[config.mk]
export PLATFORM = sky130hd
export DESIGN_NAME = axil_reg_bank
export DESIGN_NICKNAME = d
export VERILOG_FILES = /design/src/rtl/dac_pkg.sv /design/src/rtl/axil_reg_bank.sv
export SDC_FILE = /design/constraint.sdc
export NUM_CORES = 1
export LEC_CHECK = 0
export BUFFER_PORTS_ARGS = -buffer_cell sky130_fd_sc_hd__buf_2
export CAP_MARGIN = 20
export CORE_ASPECT_RATIO = 0.6
export CORE_UTILIZATION = 53
export DETAILED_ROUTE_END_ITERATION = 10
export PLACE_DENSITY_LB_ADDON = 0.1
export SYNTH_ARGS = -nofsm -noshare
export SYNTH_HDL_FRONTEND = slang
export SYNTH_SLANG_ARGS = --single-unit
[constraint.sdc]
create_clock -name clk -period 3.5 [get_ports clk]
set_clock_uncertainty 0.2 [all_clocks]
set_input_delay 0.525 -clock clk [delete_from_list [all_inputs] [get_ports clk]]
set_output_delay 0.525 -clock clk [all_outputs]
set_load 0.005 [all_outputs]
[src/rtl/dac_pkg.sv]
// Shared AXI4-Lite response codes, default register base and decode kinds
// for the control-register slice.
package dac_pkg;

   localparam logic [1:0]  RESP_OKAY         = 2'b00;
   localparam logic [1:0]  RESP_SLVERR       = 2'b10;
   localparam logic [31:0] DEFAULT_BASE_ADDR = 32'h4000_0000;

   typedef enum logic [1:0] {
      KIND_RW       = 2'd0,
      KIND_RO       = 2'd1,
      KIND_UNMAPPED = 2'd2
   } reg_kind_e;

endpackage

[src/rtl/axil_reg_bank.sv]
// AXI4-Lite slave exposing NUM_REGS read/write control registers plus one
// read-only status word; write and read channels run independently.
module axil_reg_bank
   import dac_pkg::*;
#(
   parameter int                DATA_W    = 32,
   parameter int                ADDR_W    = 32,
   parameter int                NUM_REGS  = 8,
   parameter logic [ADDR_W-1:0] BASE_ADDR = ADDR_W'(DEFAULT_BASE_ADDR)
) (
   input  logic                         clk,
   input  logic                         rst,
   input  logic [ADDR_W-1:0]            awaddr,
   input  logic                         awvalid,
   output logic                         awready,
   input  logic [DATA_W-1:0]            wdata,
   input  logic [DATA_W/8-1:0]          wstrb,
   input  logic                         wvalid,
   output logic                         wready,
   output logic [1:0]                   bresp,
   output logic                         bvalid,
   input  logic                         bready,
   input  logic [ADDR_W-1:0]            araddr,
   input  logic                         arvalid,
   output logic                         arready,
   output logic [DATA_W-1:0]            rdata,
   output logic [1:0]                   rresp,
   output logic                         rvalid,
   input  logic                         rready,
   output logic [NUM_REGS*DATA_W-1:0]   regs_o,
   output logic [NUM_REGS-1:0]          wr_stb_o,
   input  logic [DATA_W-1:0]            status_i
);

   localparam int STRB_W = DATA_W / 8;
   localparam int IDX_W  = $clog2(NUM_REGS + 1);

   typedef struct packed {
      reg_kind_e        kind;
      logic [IDX_W-1:0] idx;
   } dec_t;

   // Word index relative to BASE_ADDR; the byte offset bits drop out in the shift.
   function automatic dec_t decode(input logic [ADDR_W-1:0] addr);
      logic [ADDR_W-1:0] word;
      dec_t              d;
      word   = (addr - BASE_ADDR) >> 2;
      d.kind = KIND_UNMAPPED;
      d.idx  = '0;
      if (addr >= BASE_ADDR) begin
         if (word < ADDR_W'(NUM_REGS)) begin
            d.kind = KIND_RW;
            d.idx  = IDX_W'(word);
         end else if (word == ADDR_W'(NUM_REGS)) begin
            d.kind = KIND_RO;
            d.idx  = IDX_W'(NUM_REGS);
         end
      end
      return d;
   endfunction

   logic                aw_held_q, aw_held_d;
   logic [ADDR_W-1:0]   aw_addr_q, aw_addr_d;
   logic                w_held_q, w_held_d;
   logic [DATA_W-1:0]   w_data_q, w_data_d;
   logic [STRB_W-1:0]   w_strb_q, w_strb_d;
   logic                bvalid_q, bvalid_d;
   logic [1:0]          bresp_q, bresp_d;
   logic [NUM_REGS-1:0] wr_stb_q, wr_stb_d;
   logic [DATA_W-1:0]   regs_q [NUM_REGS];
   logic [DATA_W-1:0]   regs_d [NUM_REGS];
   logic                rvalid_q, rvalid_d;
   logic [DATA_W-1:0]   rdata_q, rdata_d;
   logic [1:0]          rresp_q, rresp_d;

   dec_t                wr_dec;
   dec_t                rd_dec;
   logic                commit;
   logic [DATA_W-1:0]   rd_word;

   assign awready = ~aw_held_q & ~bvalid_q;
   assign wready  = ~w_held_q & ~bvalid_q;
   assign arready = ~rvalid_q;
   assign bvalid  = bvalid_q;
   assign bresp   = bresp_q;
   assign rvalid  = rvalid_q;
   assign rdata   = rdata_q;
   assign rresp   = rresp_q;
   assign wr_stb_o = wr_stb_q;

   for (genvar g = 0; g < NUM_REGS; g++) begin : g_regs
      assign regs_o[g*DATA_W +: DATA_W] = regs_q[g];
   end

   assign wr_dec = decode(aw_addr_q);
   assign rd_dec = decode(araddr);
   // Commit only once per held pair: bvalid blocks re-commit until the response drains.
   assign commit = aw_held_q & w_held_q & ~bvalid_q;

   always_comb begin
      aw_held_d = aw_held_q;
      aw_addr_d = aw_addr_q;
      w_held_d  = w_held_q;
      w_data_d  = w_data_q;
      w_strb_d  = w_strb_q;
      bvalid_d  = bvalid_q;
      bresp_d   = bresp_q;
      wr_stb_d  = '0;
      regs_d    = regs_q;
      if (awvalid && awready) begin
         aw_held_d = 1'b1;
         aw_addr_d = awaddr;
      end
      if (wvalid && wready) begin
         w_held_d = 1'b1;
         w_data_d = wdata;
         w_strb_d = wstrb;
      end
      if (commit) begin
         bvalid_d = 1'b1;
         bresp_d  = (wr_dec.kind == KIND_RW) ? RESP_OKAY : RESP_SLVERR;
         if (wr_dec.kind == KIND_RW) begin
            for (int i = 0; i < NUM_REGS; i++) begin
               if (wr_dec.idx == IDX_W'(i)) begin
                  wr_stb_d[i] = 1'b1;
                  for (int b = 0; b < STRB_W; b++) begin
                     if (w_strb_q[b]) regs_d[i][b*8 +: 8] = w_data_q[b*8 +: 8];
                  end
               end
            end
         end
      end
      if (bvalid_q && bready) begin
         bvalid_d  = 1'b0;
         aw_held_d = 1'b0;
         w_held_d  = 1'b0;
      end
   end

   // Reads sample regs_q, so a read accepted in a commit cycle sees the old value.
   always_comb begin
      rvalid_d = rvalid_q;
      rdata_d  = rdata_q;
      rresp_d  = rresp_q;
      rd_word  = '0;
      for (int i = 0; i < NUM_REGS; i++) begin
         if (rd_dec.idx == IDX_W'(i)) rd_word = regs_q[i];
      end
      if (arvalid && arready) begin
         rvalid_d = 1'b1;
         unique case (rd_dec.kind)
            KIND_RW: begin
               rdata_d = rd_word;
               rresp_d = RESP_OKAY;
            end
            KIND_RO: begin
               rdata_d = status_i;
               rresp_d = RESP_OKAY;
            end
            default: begin
               rdata_d = '0;
               rresp_d = RESP_SLVERR;
            end
         endcase
      end else if (rvalid_q && rready) begin
         rvalid_d = 1'b0;
      end
   end

   always_ff @(posedge clk) begin
      if (rst) begin
         aw_held_q <= 1'b0;
         aw_addr_q <= '0;
         w_held_q  <= 1'b0;
         w_data_q  <= '0;
         w_strb_q  <= '0;
         bvalid_q  <= 1'b0;
         bresp_q   <= '0;
         wr_stb_q  <= '0;
         rvalid_q  <= 1'b0;
         rdata_q   <= '0;
         rresp_q   <= '0;
         for (int i = 0; i < NUM_REGS; i++) regs_q[i] <= '0;
      end else begin
         aw_held_q <= aw_held_d;
         aw_addr_q <= aw_addr_d;
         w_held_q  <= w_held_d;
         w_data_q  <= w_data_d;
         w_strb_q  <= w_strb_d;
         bvalid_q  <= bvalid_d;
         bresp_q   <= bresp_d;
         wr_stb_q  <= wr_stb_d;
         rvalid_q  <= rvalid_d;
         rdata_q   <= rdata_d;
         rresp_q   <= rresp_d;
         regs_q    <= regs_d;
      end
   end

endmodule

==> Implementation_results.wiki, run 1 <==
{| class="wikitable"
! Metric !! Value
|-
| Via count of the first global-routing pass || 15690
|-
| Crit-path leading delay family || simple AND/OR/NAND/NOR gates
|-
| Proportion of register bits with asynchronous set or reset after synthesis || 0%
|-
| Buffer and inverter count on the worst path || 1
|-
| Ratio of routed vias to standard cells || 6.153
|-
| Hold/Removal Path Class || in -> reg
|-
| Detailed placer's ending HPWL || 47120 um
|-
| Antenna violations before repair || 6
|-
| Crit Path Category || reg -> reg
|-
| CP max FO || 32
|-
| Crit Reg-Reg Endpoint || regs_o[174]
|-
| Area delta synth->final || 22.11%
|-
| Standard-cell rows || 49
|-
| Ordered cell list for the critical path || nor4b_1 -> nand4_1 -> nor3_2 -> buf_4 -> nand3_1 -> nand2_1 -> a21oi_1
|-
| Critical path data arrival time || 3130 ps
|-
| Result of the run || completed
|-
| Synth Register Bits || 368
|-
| Via count || 18160
|-
| Worst-skew pair later-pin latency || 550 ps
|-
| Post-Syn Instances || 2179
|-
| Maximum buffer depth of the clock tree || 3
|-
| Cell area after synthesis || 16330 um2
|-
| Final-report max-slew violation count || 0
|-
| CTS tree || done
|-
| Number of port buffers || 437
|-
| Effective utilization at floorplan || 54.23%
|-
| Final routed wirelength across all metal layers || 66540 um
|-
| Worst IR Drop VDD || 0.3385 mV
|-
| Worst path setup slack after routing || 591.3 ps
|-
| Number of nets with antenna violations after routing || 0
|-
| Number of gates resized after CTS || 0
|-
| Slack of the worst reg-to-reg path || 590 ps
|-
| Net count of the finished layout || 2653
|-
| Crit path time final || 2909 ps
|-
| Total clock buffers created by CTS || 36
|-
| Worst Hold Launch || wdata[2]
|-
| Reported leakage power || 8.133 nW
|-
| Filler cells || 2654
|-
| Worst Setup Start Kind || flip-flop
|-
| Fin crit share || 83.10%
|-
| Number of violations reported at the end of detailed-routing iteration 0 || 2589
|-
| Total of max-cap violations || 0
|-
| Total negative slack || 0 ps
|-
| Warnings from Yosys || 0
|-
| Pin count of the biggest net entering global routing || 102
|-
| Top_reg_cell synth || sky130_fd_sc_hd__dfxtp_1
|-
| Count of cells along the worst hold path || 3
|-
| Overall die area || 31530 um2
|-
| CTS HTree Levels || 2
|-
| Source of the worst register-to-register timing path || aw_addr_q[30]
|-
| IO Pins || 444
|-
| Required time worst endpoint || 3720 ps
|-
| Average wire length per cell after detail routing || 22.54 um
|-
| Fraction of layout cells with a size suffix above 1 || 23.21%
|-
| Relative slew slack || 26.18%
|-
| Fmax || 0.3438 GHz
|-
| Setup repair after global routing missed its margin || no
|-
| Number of failing setup endpoints in the final timing report || 0
|-
| Sequential fraction of the synthesis area || 45.13%
|-
| Slowest stage cell on the critical path || sky130_fd_sc_hd__nand3_1
|-
| Horiz. Die Dim || 228.6 um
|-
| Die height || 138.0 um
|-
| Router iterations before antenna repair || 6
|-
| Worst Hold Endpoint || w_data_q[2]
|-
| Weighted congestion at the end of routability-driven global placement || 0.9432
|-
| Slowest cell delay on critical path || 500 ps
|-
| Synth Area per Inst || 7.492 um2
|-
| Endpoint class of the critical path || flip-flop
|-
| Slew at the pin closest to its max-slew limit || 1105 ps
|-
| Power density over the cells || 443.5 nW/um2
|-
| Core ar. || 30100 um2
|-
| FF-to-FF path depth || 7
|-
| Residual DRC count || 0
|-
| Clock Pin Slew Worst Setup and Hold Paths || 70 ps
|-
| First-pass GRT wire length || 96210 um
|-
| Post-synthesis cell type count || 49
|-
| Number of enable flip-flop cells after synthesis || 0
|-
| Number of sinks handled by clock tree synthesis || 368
|-
| Clock root buffer || sky130_fd_sc_hd__clkbuf_16
|-
| Number of hold violations in the final report || 0
|-
| Global-route usage over all layers || 40.26%
|-
| Overall overflow remaining after global route || 0
|-
| Dpl ws || 250.6 ps
|}
-- logic make-up (layout without fill, tap and decap cells) --
group,after synthesis,after routing,share of synthesized area [%]
AND/OR/NAND/NOR,971,971,25.83
AO/OA/AOI/OAI,588,588,20.10
flip-flops,368,368,45.13
buffers and inverters,211,569,5.012
multiplexers,40,40,3.909
other,1,8,0.02297
-- metal layers --
metal / routed length, um / share of wire, % / GRT usage, % / vias up
met2: 28490 / 43 / 59.91 / 1213
met4: 2501 / 3.8 / 15.62 / 2
met1: 27150 / 41 / 56.34 / 8634
met3: 8382 / 13 / 9.704 / 172
met5: 16 / 0.024 / 0 / -
li1: - / - / - / 8142
-- stage by stage --
step / util [%] / hold WS [ps] / instance area, um2 / cells / power [mW]
after floorplan: - / 232.5 / 16330 / 2180 / 4.772
after global placement: 62.33 / 239.3 / 18760 / 2881 / 5.041
after detailed placement: 62.33 / 243.6 / 18760 / 2881 / 5.057
after CTS: 66.17 / 2.018 / 19920 / 2946 / 8.811
after global routing: 66.21 / 10.46 / 19930 / 2950 / 9.071
final: 66.22 / 15.50 / 19940 / 2952 / 8.842
-- where the power goes --
part	switching, mW	internal (mW)
clock	1.72	2.13
combinational	0.418	0.210
sequential	0.115	4.25
-- registers in the layout, indices dropped and copies added, names as in the netlist --
register	flops
w_data_q	32
w_strb_q	4
bresp	1
rvalid	1
aw_held_q	1
aw_addr_q	30
w_held_q	1
rresp	1
wr_stb_o	8
rdata	32
regs_o	256
bvalid	1
-- synth_stat cells, types with 5 or more instances --
library cell               count  area, um2
sky130_fd_sc_hd__a32o_1        8      80.08
sky130_fd_sc_hd__clkbuf_1    180      675.7
sky130_fd_sc_hd__o31ai_1      19      142.6
sky130_fd_sc_hd__inv_1        10      37.54
sky130_fd_sc_hd__o21ai_0      33      165.2
sky130_fd_sc_hd__nor2_1       44      165.2
sky130_fd_sc_hd__a221oi_1      8      70.07
sky130_fd_sc_hd__mux2i_1      21      210.2
sky130_fd_sc_hd__buf_1        11      41.29
sky130_fd_sc_hd__mux4_2       19      427.9
sky130_fd_sc_hd__nor4_1       35      219.0
sky130_fd_sc_hd__a21o_1       24      180.2
sky130_fd_sc_hd__o22ai_1      19      118.9
sky130_fd_sc_hd__nand2b_1     23      143.9
sky130_fd_sc_hd__dfxtp_1     368       7367
sky130_fd_sc_hd__nand3_1      72      360.4
sky130_fd_sc_hd__nor3_1       15      75.07
sky130_fd_sc_hd__o21a_1       20      150.1
sky130_fd_sc_hd__o221ai_1      8      70.07
sky130_fd_sc_hd__nand4_1      24      150.1
sky130_fd_sc_hd__a21oi_1     414       2072
sky130_fd_sc_hd__and3_1       33      206.5
sky130_fd_sc_hd__o21ai_1      11      55.05
sky130_fd_sc_hd__buf_2         6      30.03
sky130_fd_sc_hd__nand2_1     693       2601
sky130_fd_sc_hd__a221o_1       5      50.05
sky130_fd_sc_hd__a31oi_1      13      81.33
-- final cells by class --
class / count / area, um2 / area share (%)
clock inverters: 15 / 113.9 / 0.5711
multi-input cells: 1601 / 8183 / 41.05
clock buffers: 47 / 1013 / 5.084
repair buffers: 497 / 2695 / 13.52
diodes: 6 / 15.01 / 0.07532
flip-flops and latches: 368 / 7367 / 36.95
inverters: 10 / 37.54 / 0.1883
well taps: 408 / 510.5 / 2.561
-- worst min-delay path: cells and delay by family --
| family | cells | cell delay, ps |
|---|---|---|
| AOI/OAI and AO/OA | 1 | 50 |
| buffers and inverters | 1 | 100 |
| and+or+nand+nor | 1 | 50 |
-- repair_timing --
| action | CTS | global route |
|---|---|---|
| setup endpoints to repair | 0 | 0 |
| buffers inserted | 0 | 0 |
| hold buffers | 3 | 0 |
| endpoints found under the hold margin | 3 | 0 |
-- cells in the final DEF (no fill, tap or decap), drive strengths merged, types with 5 or more instances in the layout --
cell    synthesis  routed
nand2         693     693
a21oi         414     414
inv            10      13
o22ai          19      19
nor2           44      44
buf            21     494
dfxtp         368     368
clkinv          0      10
nand4          24      24
and2            8       8
and3           33      33
o221ai          8       8
a32o            8       8
nor4           37      37
clkbuf        180      47
o21a           20      20
a21o           24      24
a221o           5       5
a221oi          8       8
nand2b         23      23
diode           0       6
mux4           19      19
o21ai          44      44
mux2i          21      21
o31ai          19      19
a31oi          13      13
nor3           16      16
nand3          72      72
-- how the worst max path moves through the flow --
stage,from,to,depth (start not counted)
2_1_floorplan,araddr[6],rdata[16],7
3_3_place_gp,araddr[6],rdata[31],9
3_5_place_dp,araddr[6],rdata[1],9
4_1_cts,aw_addr_q[30],regs_o[174],7
5_1_grt,aw_addr_q[30],regs_o[169],7
6_report,aw_addr_q[30],regs_o[174],7
Note: power is estimated with default switching activity, not from simulation.
==> run 2, diff against run 1 <==
Settings changed: ABC_AREA set to 1.
Clock period 3.5 ns to 2.7 ns, I/O delays scaled along.
==> run 2 against run 1 <==
Critical endpoint is now regs_o[244]; largest power group unchanged; maximum frequency increased by 14%; clock-buffer cell count is 4 higher; via count increased by 0.55%.
==> Implementation_results.wiki, run 2 <==
{| class="wikitable"
! Metric !! Value
|-
| Average wire length per cell after detail routing || 19.72 um (-13%)
|-
| Pin count of the biggest net entering global routing || 72 (-29%)
|-
| Required time worst endpoint || 2920 ps (-800 ps)
|-
| Total of max-cap violations || 0 (unchanged)
|-
| Number of violations reported at the end of detailed-routing iteration 0 || 2006 (-23%)
|-
| Share of the synthesized area in the top cell type || 44.23% (-0.89 points)
|-
| Relative slew slack || 56.92% (+31 points)
|-
| Proportion of register bits with asynchronous set or reset after synthesis || 0% (unchanged)
|-
| Global-route usage over all layers || 38.10% (-2.2 points)
|-
| IO Pins || 444 (unchanged)
|-
| Ratio of routed vias to standard cells || 5.732 (-6.8%)
|-
| Worst Hold Endpoint || w_data_q[24]
|-
| Fin crit share || 94.80% (+12 points)
|-
| Final routed wirelength across all metal layers || 62830 um (-5.6%)
|-
| Clock Pin Slew Worst Setup and Hold Paths || 60 ps (about the same)
|-
| Most frequent cells in the layout || 527 x sky130_fd_sc_hd__nand2_1, 436 x sky130_fd_sc_hd__buf_2, 368 x sky130_fd_sc_hd__dfxtp_1
|-
| Hold/Removal Path Class || in -> reg
|-
| Power density over the cells || 554.3 nW/um2 (+25%)
|-
| Post-layout util || 71.35% (+5.1 points)
|-
| Count leader, synth || sky130_fd_sc_hd__nand2_1
|-
| Worst-skew pair later-pin latency || 540 ps (about the same)
|-
| Horiz. Die Dim || 230.9 um (+1.0%)
|-
| Weighted congestion at the end of routability-driven global placement || 0.9794 (+3.8%)
|-
| Number of port buffers || 437 (unchanged)
|-
| Worst path setup slack after routing || 140.4 ps (-451.0 ps)
|-
| Net count of the finished layout || 2894 (+9.1%)
|-
| Fmax || 0.3907 GHz (+14%)
|-
| Fraction of layout cells with a size suffix above 1 || 26.21% (+3.0 points)
|-
| CP max FO || 16 (-50%)
|-
| Number of sinks handled by clock tree synthesis || 368 (unchanged)
|-
| CTS HTree Levels || 2 (unchanged)
|-
| Cell area after synthesis || 16660 um2 (+2.0%)
|-
| Result of the run || completed
|-
| Via count || 18260 (+0.55%)
|-
| Number of antenna diodes || 0 (-6)
|-
| Filler cells || 2499 (-5.8%)
|-
| Post-synthesis cell type count || 53 (+8.2%)
|-
| Post-Syn Instances || 2241 (+2.8%)
|-
| Final-report max-slew violation count || 0 (unchanged)
|-
| Warnings from Yosys || 0 (unchanged)
|-
| Number of hold violations in the final report || 0 (unchanged)
|-
| Total negative slack || 0 ps (unchanged)
|-
| Crit Reg-Reg Endpoint || regs_o[244]
|-
| Max FFs per register || 256 (unchanged)
|-
| Antenna violations before repair || 1 (-5)
|-
| Most common cell after layout, fill and taps aside || sky130_fd_sc_hd__nand2_1
|-
| Detailed placer's ending HPWL || 47120 um (about the same)
|-
| Dpl ws || -130.8 ps (-381.4 ps)
|-
| First-pass GRT wire length || 95720 um (-0.51%)
|-
| Area delta synth->final || 30.26%
|-
| Reported leakage power || 10.27 nW (+26%)
|-
| Crit path time final || 2560 ps (-349.0 ps)
|-
| Source of the worst register-to-register timing path || aw_addr_q[28]
|-
| Number of failing setup endpoints in the final timing report || 0 (unchanged)
|-
| Worst IR Drop VDD || 0.3939 mV (+16%)
|-
| Core ar. || 30410 um2 (+1.0%)
|-
| Router iterations before antenna repair || 6 (unchanged)
|-
| Maximum buffer depth of the clock tree || 3 (unchanged)
|-
| Worst Hold Launch || wdata[24]
|-
| Effective utilization at floorplan || 54.77% (+0.54 points)
|-
| Endpoint class of the critical path || flip-flop
|-
| Number of enable flip-flop cells after synthesis || 0 (unchanged)
|-
| Synth Register Bits || 368 (unchanged)
|-
| Count of cells along the worst hold path || 3 (unchanged)
|-
| Standard-cell rows || 49 (unchanged)
|-
| Worst Setup Start Kind || flip-flop
|-
| Overall die area || 32160 um2 (+2.0%)
|-
| Number of nets with antenna violations after routing || 0 (unchanged)
|-
| Slew at the pin closest to its max-slew limit || 646.1 ps (-458.8 ps)
|-
| Sequential fraction of the synthesis area || 44.23% (-0.89 points)
|-
| Most frequent cells after synthesis || 528 x sky130_fd_sc_hd__nand2_1, 368 x sky130_fd_sc_hd__dfxtp_1, 284 x sky130_fd_sc_hd__a21oi_1, 226 x sky130_fd_sc_hd__o21ai_0, 193 x sky130_fd_sc_hd__inv_1
|-
| Top_reg_cell synth || sky130_fd_sc_hd__dfxtp_1
|-
| Residual DRC count || 0 (unchanged)
|-
| CTS tree || done
|-
| FF-to-FF path depth || 11 (+4)
|-
| Slack of the worst reg-to-reg path || 140 ps (-450 ps)
|-
| Clock root buffer || sky130_fd_sc_hd__clkbuf_16
|-
| Crit Path Category || reg -> reg
|-
| Overall overflow remaining after global route || 0 (unchanged)
|-
| Total clock buffers created by CTS || 35 (-2.8%)
|-
| Via count of the first global-routing pass || 16790 (+7.0%)
|-
| Critical path data arrival time || 2770 ps (-360 ps)
|-
| Top cells by area, synth || sky130_fd_sc_hd__dfxtp_1 44%, sky130_fd_sc_hd__nand2_1 12%, sky130_fd_sc_hd__a21oi_1 8.5%, sky130_fd_sc_hd__o21ai_0 6.8%, sky130_fd_sc_hd__inv_1 4.3%
|-
| Synth Area per Inst || 7.432 um2 (-0.80%)
|-
| Die height || 139.3 um (+0.99%)
|-
| Library cell with the largest summed area after synthesis || sky130_fd_sc_hd__dfxtp_1
|}
-- run 2: changes by cell type in the layout (fill, tap and decap cells not counted), sizes merged, moves of 29 or more --
cell / delta
a21oi: -120
buf: +51
nand2: -158
nor2: +111
and3: -33
o211a: +64
dlygate4sd3: +44
nand4: +32
o21ai: +184
inv: +205
nand3: +29
-- run 2: stage by stage --
step	hold WS [ps]	cell area (um2)	cells	power, mW
after floorplan	229.2	16660	2242	6.229
after global placement	237.7	19840	3075	6.570
after detailed placement	245.5	19840	3075	6.593
after CTS	2.102	21570	3182	11.99
after global routing	5.410	21700	3186	12.35
final	2.093	21700	3186	12.03
-- run 2: layout make-up --
cell class,count,area [um2],area share [%]
clock inverter,9,200.2,0.9227
inverter,224,854.6,3.939
clock buffer,51,1059,4.879
timing repair buffer,592,3796,17.50
multi-input combinational,1534,7909,36.45
sequential,368,7367,33.96
tap,408,510.5,2.353
-- run 2: layer usage --
layer / track usage, % / vias to the layer above / share of wire, %
met5: 0 / - / 0.019
met4: 14.26 / 2 / 3.8
met3: 5.943 / 151 / 9.4
met2: 60.61 / 994 / 46
met1: 52.14 / 8614 / 41
li1: - / 8501 / -
-- run 2: repair_timing --
item	in CTS	in global routing
setup buffers	0	4
resized for setup	2	8
cloned	0	0
pin swaps	0	6
endpoints found under the hold margin	49	0
hold buffers	47	0
setup endpoints to repair	9	118
-- run 2: worst max-delay path: stages, from the launching register on --
cell and delay, ps:
sky130_fd_sc_hd__dfxtp_1 310, sky130_fd_sc_hd__nor2_1 200, sky130_fd_sc_hd__inv_1 140, sky130_fd_sc_hd__nor3_4 250, sky130_fd_sc_hd__nand3_1 200, sky130_fd_sc_hd__nor4_4 380, sky130_fd_sc_hd__nand3_2 90, sky130_fd_sc_hd__buf_4 210
sky130_fd_sc_hd__nor2_4 130, sky130_fd_sc_hd__buf_12 150, sky130_fd_sc_hd__nand2_1 50, sky130_fd_sc_hd__o211a_1 110
-- run 2: report_power, final --
| group | total [mW] | switching, mW | internal (mW) | leakage (nW) |
|---|---|---|---|---|
| Sequential | 5.69 | 0.132 | 5.56 | 2.99 |
| Combinational | 0.870 | 0.556 | 0.314 | 6.68 |
| Clock | 5.47 | 2.17 | 3.29 | 0.610 |
-- run 2: worst max path at each step --
| stage | from | end | slack [ps] | depth (start not counted) |
|---|---|---|---|---|
| after floorplan | araddr[3] | rdata[10] | 480 | 14 |
| after global placement | araddr[16] | rdata[20] | -130 | 17 |
| after detailed placement | araddr[16] | rdata[9] | -130 | 12 |
| after CTS | aw_addr_q[4] | regs_o[16] | 10 | 9 |
| after global routing | aw_addr_q[4] | regs_o[16] | -10 | 9 |
| final | aw_addr_q[28] | regs_o[244] | 140 | 11 |
-- run 2: cell families (layout without fill, tap and decap cells) --
kind of cell	count (synthesis)	after routing	synth area share [%]
other cells	1	2	0.02251
compound gates	634	634	21.87
flops	368	368	44.23
buf+inv	340	876	8.639
simple gates	898	898	25.23
==> run 3, diff against run 2 <==
--- a/constraint.sdc
+++ b/constraint.sdc
@@ -4,2 +4,2 @@
 set_output_delay 0.405 -clock clk [all_outputs]
-set_load 0.005 [all_outputs]
+set_load 0.1 [all_outputs]
==> run 3 against run 2 <==
The run now ends with hold timing left; non-clock buffer count decreased by 1; maximum frequency is 0.41% lower; critical path depth rose by 1; routed wire length is 0.23% higher; highest routed layer is now met4.
==> Implementation_results.wiki, run 3 (synthesized netlist as in run 2, its figures left out) <==
{| class="wikitable"
! Metric !! Value
|-
| Die height || 139.3 um (unchanged)
|-
| Relative slew slack || 54.31% (-2.6 points)
|-
| CP max FO || 16 (unchanged)
|-
| Via count || 18150 (-0.64%)
|-
| CTS tree || done
|-
| Ratio of routed vias to standard cells || 5.696 (-0.64%)
|-
| Post-layout util || 71.32% (about the same)
|-
| Worst Hold Endpoint || aw_addr_q[7]
|-
| CTS HTree Levels || 2 (unchanged)
|-
| Fin crit share || 95.19% (+0.39 points)
|-
| Part of the power in combinational logic || 9.8% (+2.6 points)
|-
| Result of the run || complete, but fails checks
|-
| Residual DRC count || 0 (unchanged)
|-
| Number of failing setup endpoints in the final timing report || 0 (unchanged)
|-
| Post-layout total power || 12.15 mW (+1.0%)
|-
| Clock Pin Slew Worst Setup and Hold Paths || 70 ps (about the same)
|-
| Final routed wirelength across all metal layers || 62970 um (+0.23%)
|-
| Pin count of the biggest net entering global routing || 131 (+82%)
|-
| Overall die area || 32160 um2 (unchanged)
|-
| Crit Reg-Reg Endpoint || regs_o[148]
|-
| Hold/Removal Path Class || in -> reg
|-
| Dpl ws || -203.4 ps (-72.66 ps)
|-
| Number of violations reported at the end of detailed-routing iteration 0 || 1977 (-1.4%)
|-
| Power density over the cells || 560.3 nW/um2 (+1.1%)
|-
| Antenna violations before repair || 1 (unchanged)
|-
| Router iterations before antenna repair || 6 (unchanged)
|-
| Switching Fraction || 26.15% (+2.4 points)
|-
| Psw || 3.177 mW (+11%)
|-
| Source of the worst register-to-register timing path || aw_addr_q[20]
|-
| Required time worst endpoint || 2900 ps (-20 ps)
|-
| Most common cell after layout, fill and taps aside || sky130_fd_sc_hd__nand2_1
|-
| Filler cells || 2523 (+0.96%)
|-
| Proportion of power drawn by flip-flops and latches || 46.9% (-0.4 points)
|-
| Slew at the pin closest to its max-slew limit || 682.8 ps (+36.71 ps)
|-
| Pint || 8.974 mW (-2.1%)
|-
| Number of nets with antenna violations after routing || 0 (unchanged)
|-
| Detailed placer's ending HPWL || 47060 um (-0.12%)
|-
| Slack of the worst reg-to-reg path || 130 ps (about the same)
|-
| Placed Cells incl. Taps || 3066 (-0.29%)
|-
| Worst Hold Launch || awaddr[7]
|-
| Final-report max-slew violation count || 0 (unchanged)
|-
| Endpoint class of the critical path || flip-flop
|-
| Number of standard cells in the final layout excluding fillers || 3186 (unchanged)
|-
| Worst IR Drop VDD || 0.3899 mV (-1.0%)
|-
| Fmax || 0.3891 GHz (-0.41%)
|-
| Horiz. Die Dim || 230.9 um (unchanged)
|-
| Number of sinks handled by clock tree synthesis || 368 (unchanged)
|-
| Via count of the first global-routing pass || 16820 (+0.19%)
|-
| Max FFs per register || 256 (unchanged)
|-
| Fraction of layout cells with a size suffix above 1 || 26.18% (-0.027 points)
|-
| Number of hold violations in the final report || 1 (+1)
|-
| Reported leakage power || 10.26 nW (-0.10%)
|-
| Weighted congestion at the end of routability-driven global placement || 0.9576 (-2.2%)
|-
| Total of max-cap violations || 0 (unchanged)
|-
| Smallest hold slack || -11.37 ps (-13.46 ps)
|-
| Standard-cell rows || 49 (unchanged)
|-
| Number of port buffers || 437 (unchanged)
|-
| Overall overflow remaining after global route || 0 (unchanged)
|-
| Clock group share of total power || 43.4% (-2.0 points)
|-
| Worst path setup slack after routing || 129.9 ps (-10.47 ps)
|-
| IO Pins || 444 (unchanged)
|-
| Average wire length per cell after detail routing || 19.77 um (+0.23%)
|-
| First-pass GRT wire length || 96070 um (+0.37%)
|-
| Most frequent cells in the layout || 527 x sky130_fd_sc_hd__nand2_1, 436 x sky130_fd_sc_hd__buf_2, 367 x sky130_fd_sc_hd__dfxtp_1
|-
| Crit Path Category || reg -> reg
|-
| Effective utilization at floorplan || 54.77% (unchanged)
|-
| Total clock buffers created by CTS || 35 (unchanged)
|-
| Maximum buffer depth of the clock tree || 3 (unchanged)
|-
| Clock root buffer || sky130_fd_sc_hd__clkbuf_16
|-
| Area delta synth->final || 30.21% (about the same)
|-
| FF-to-FF path depth || 12 (+1)
|-
| Critical path data arrival time || 2770 ps (about the same)
|-
| Count of cells along the worst hold path || 3 (unchanged)
|-
| Worst-skew pair later-pin latency || 530 ps (about the same)
|-
| Worst Setup Start Kind || flip-flop
|-
| Crit path time final || 2570 ps (+10.47 ps)
|-
| Violations in the final reports || hold timing
|-
| Core ar. || 30410 um2 (unchanged)
|-
| Net count of the finished layout || 2893 (-0.035%)
|-
| Global-route usage over all layers || 38.15% (+0.050 points)
|}
run 3: final cells by class:
cell class,instances,area [um2],share of cell area [%]
clock buffer,54,1100,5.071
antenna,1,2.502,0.01154
multi-input combinational,1534,7916,36.50
inverter,224,858.3,3.958
timing repair buffer,591,3824,17.63
sequential,368,7368,33.97
clock inverter,6,108.9,0.5019
tap,408,510.5,2.354
run 3: layer usage:
| layer | vias up | part of all wire (%) | routed length, um | GRT usage [%] |
|---|---|---|---|---|
| li1 | 8499 | - | - | - |
| met1 | 8582 | 42 | 26510 | 52.53 |
| met2 | 953 | 46 | 28840 | 60.55 |
| met3 | 112 | 8.9 | 5583 | 6.189 |
| met4 | 0 | 3.2 | 2040 | 13.31 |
| met5 | - | 0 | 0 | 0 |
run 3: power by group through the flow:
stage / Clock (mW) / Sequential, mW / Combinational, mW
global route: 5.47 / 5.71 / 1.27
global placement: 0 / 5.81 / 1.07
CTS: 5.27 / 5.69 / 1.16
floorplan: 0 / 6.02 / 0.511
finish: 5.27 / 5.70 / 1.19
detailed placement: 0 / 5.81 / 1.10
run 3: worst max path at each step:
stage / startpoint / end / slack, ps / depth (start not counted)
6_report: aw_addr_q[20] / regs_o[148] / 130 / 12
5_1_grt: aw_addr_q[28] / regs_o[219] / -20 / 10
4_1_cts: aw_addr_q[28] / regs_o[238] / 80 / 10
3_5_place_dp: araddr[16] / rdata[20] / -200 / 15
3_3_place_gp: araddr[25] / rdata[20] / -140 / 15
2_1_floorplan: bvalid / regs_o[15] / 5 / 7
run 3: what timing repair did:
| item | 4_1_cts | 5_1_grt |
|---|---|---|
| setup buffers | 5 | 3 |
| hold buffers | 51 | 0 |
| pin swaps | 4 | 4 |
| resized for setup | 0 | 9 |
| setup endpoints to repair | 15 | 135 |
| endpoints found under the hold margin | 53 | 0 |
run 3: worst max-delay path, stage by stage, from the launching register on:
cell and delay, ps:
sky130_fd_sc_hd__dfxtp_1 310, sky130_fd_sc_hd__nor2_1 390, sky130_fd_sc_hd__nand2_1 120, sky130_fd_sc_hd__nor3_1 200, sky130_fd_sc_hd__buf_4 150, sky130_fd_sc_hd__nand3b_4 120
sky130_fd_sc_hd__nor2_1 160, sky130_fd_sc_hd__nor2_1 110, sky130_fd_sc_hd__nand2_4 190, sky130_fd_sc_hd__nor2_4 70, sky130_fd_sc_hd__buf_12 150, sky130_fd_sc_hd__o21ai_0 180
sky130_fd_sc_hd__a21oi_1 70
run 3: through the flow:
stage	area (um2)	setup TNS (ps)
2_1_floorplan	16680	0
3_3_place_gp	19760	-1174
3_5_place_dp	19760	-2034
4_1_cts	21580	0
5_1_grt	21690	-66.95
6_report	21690	0
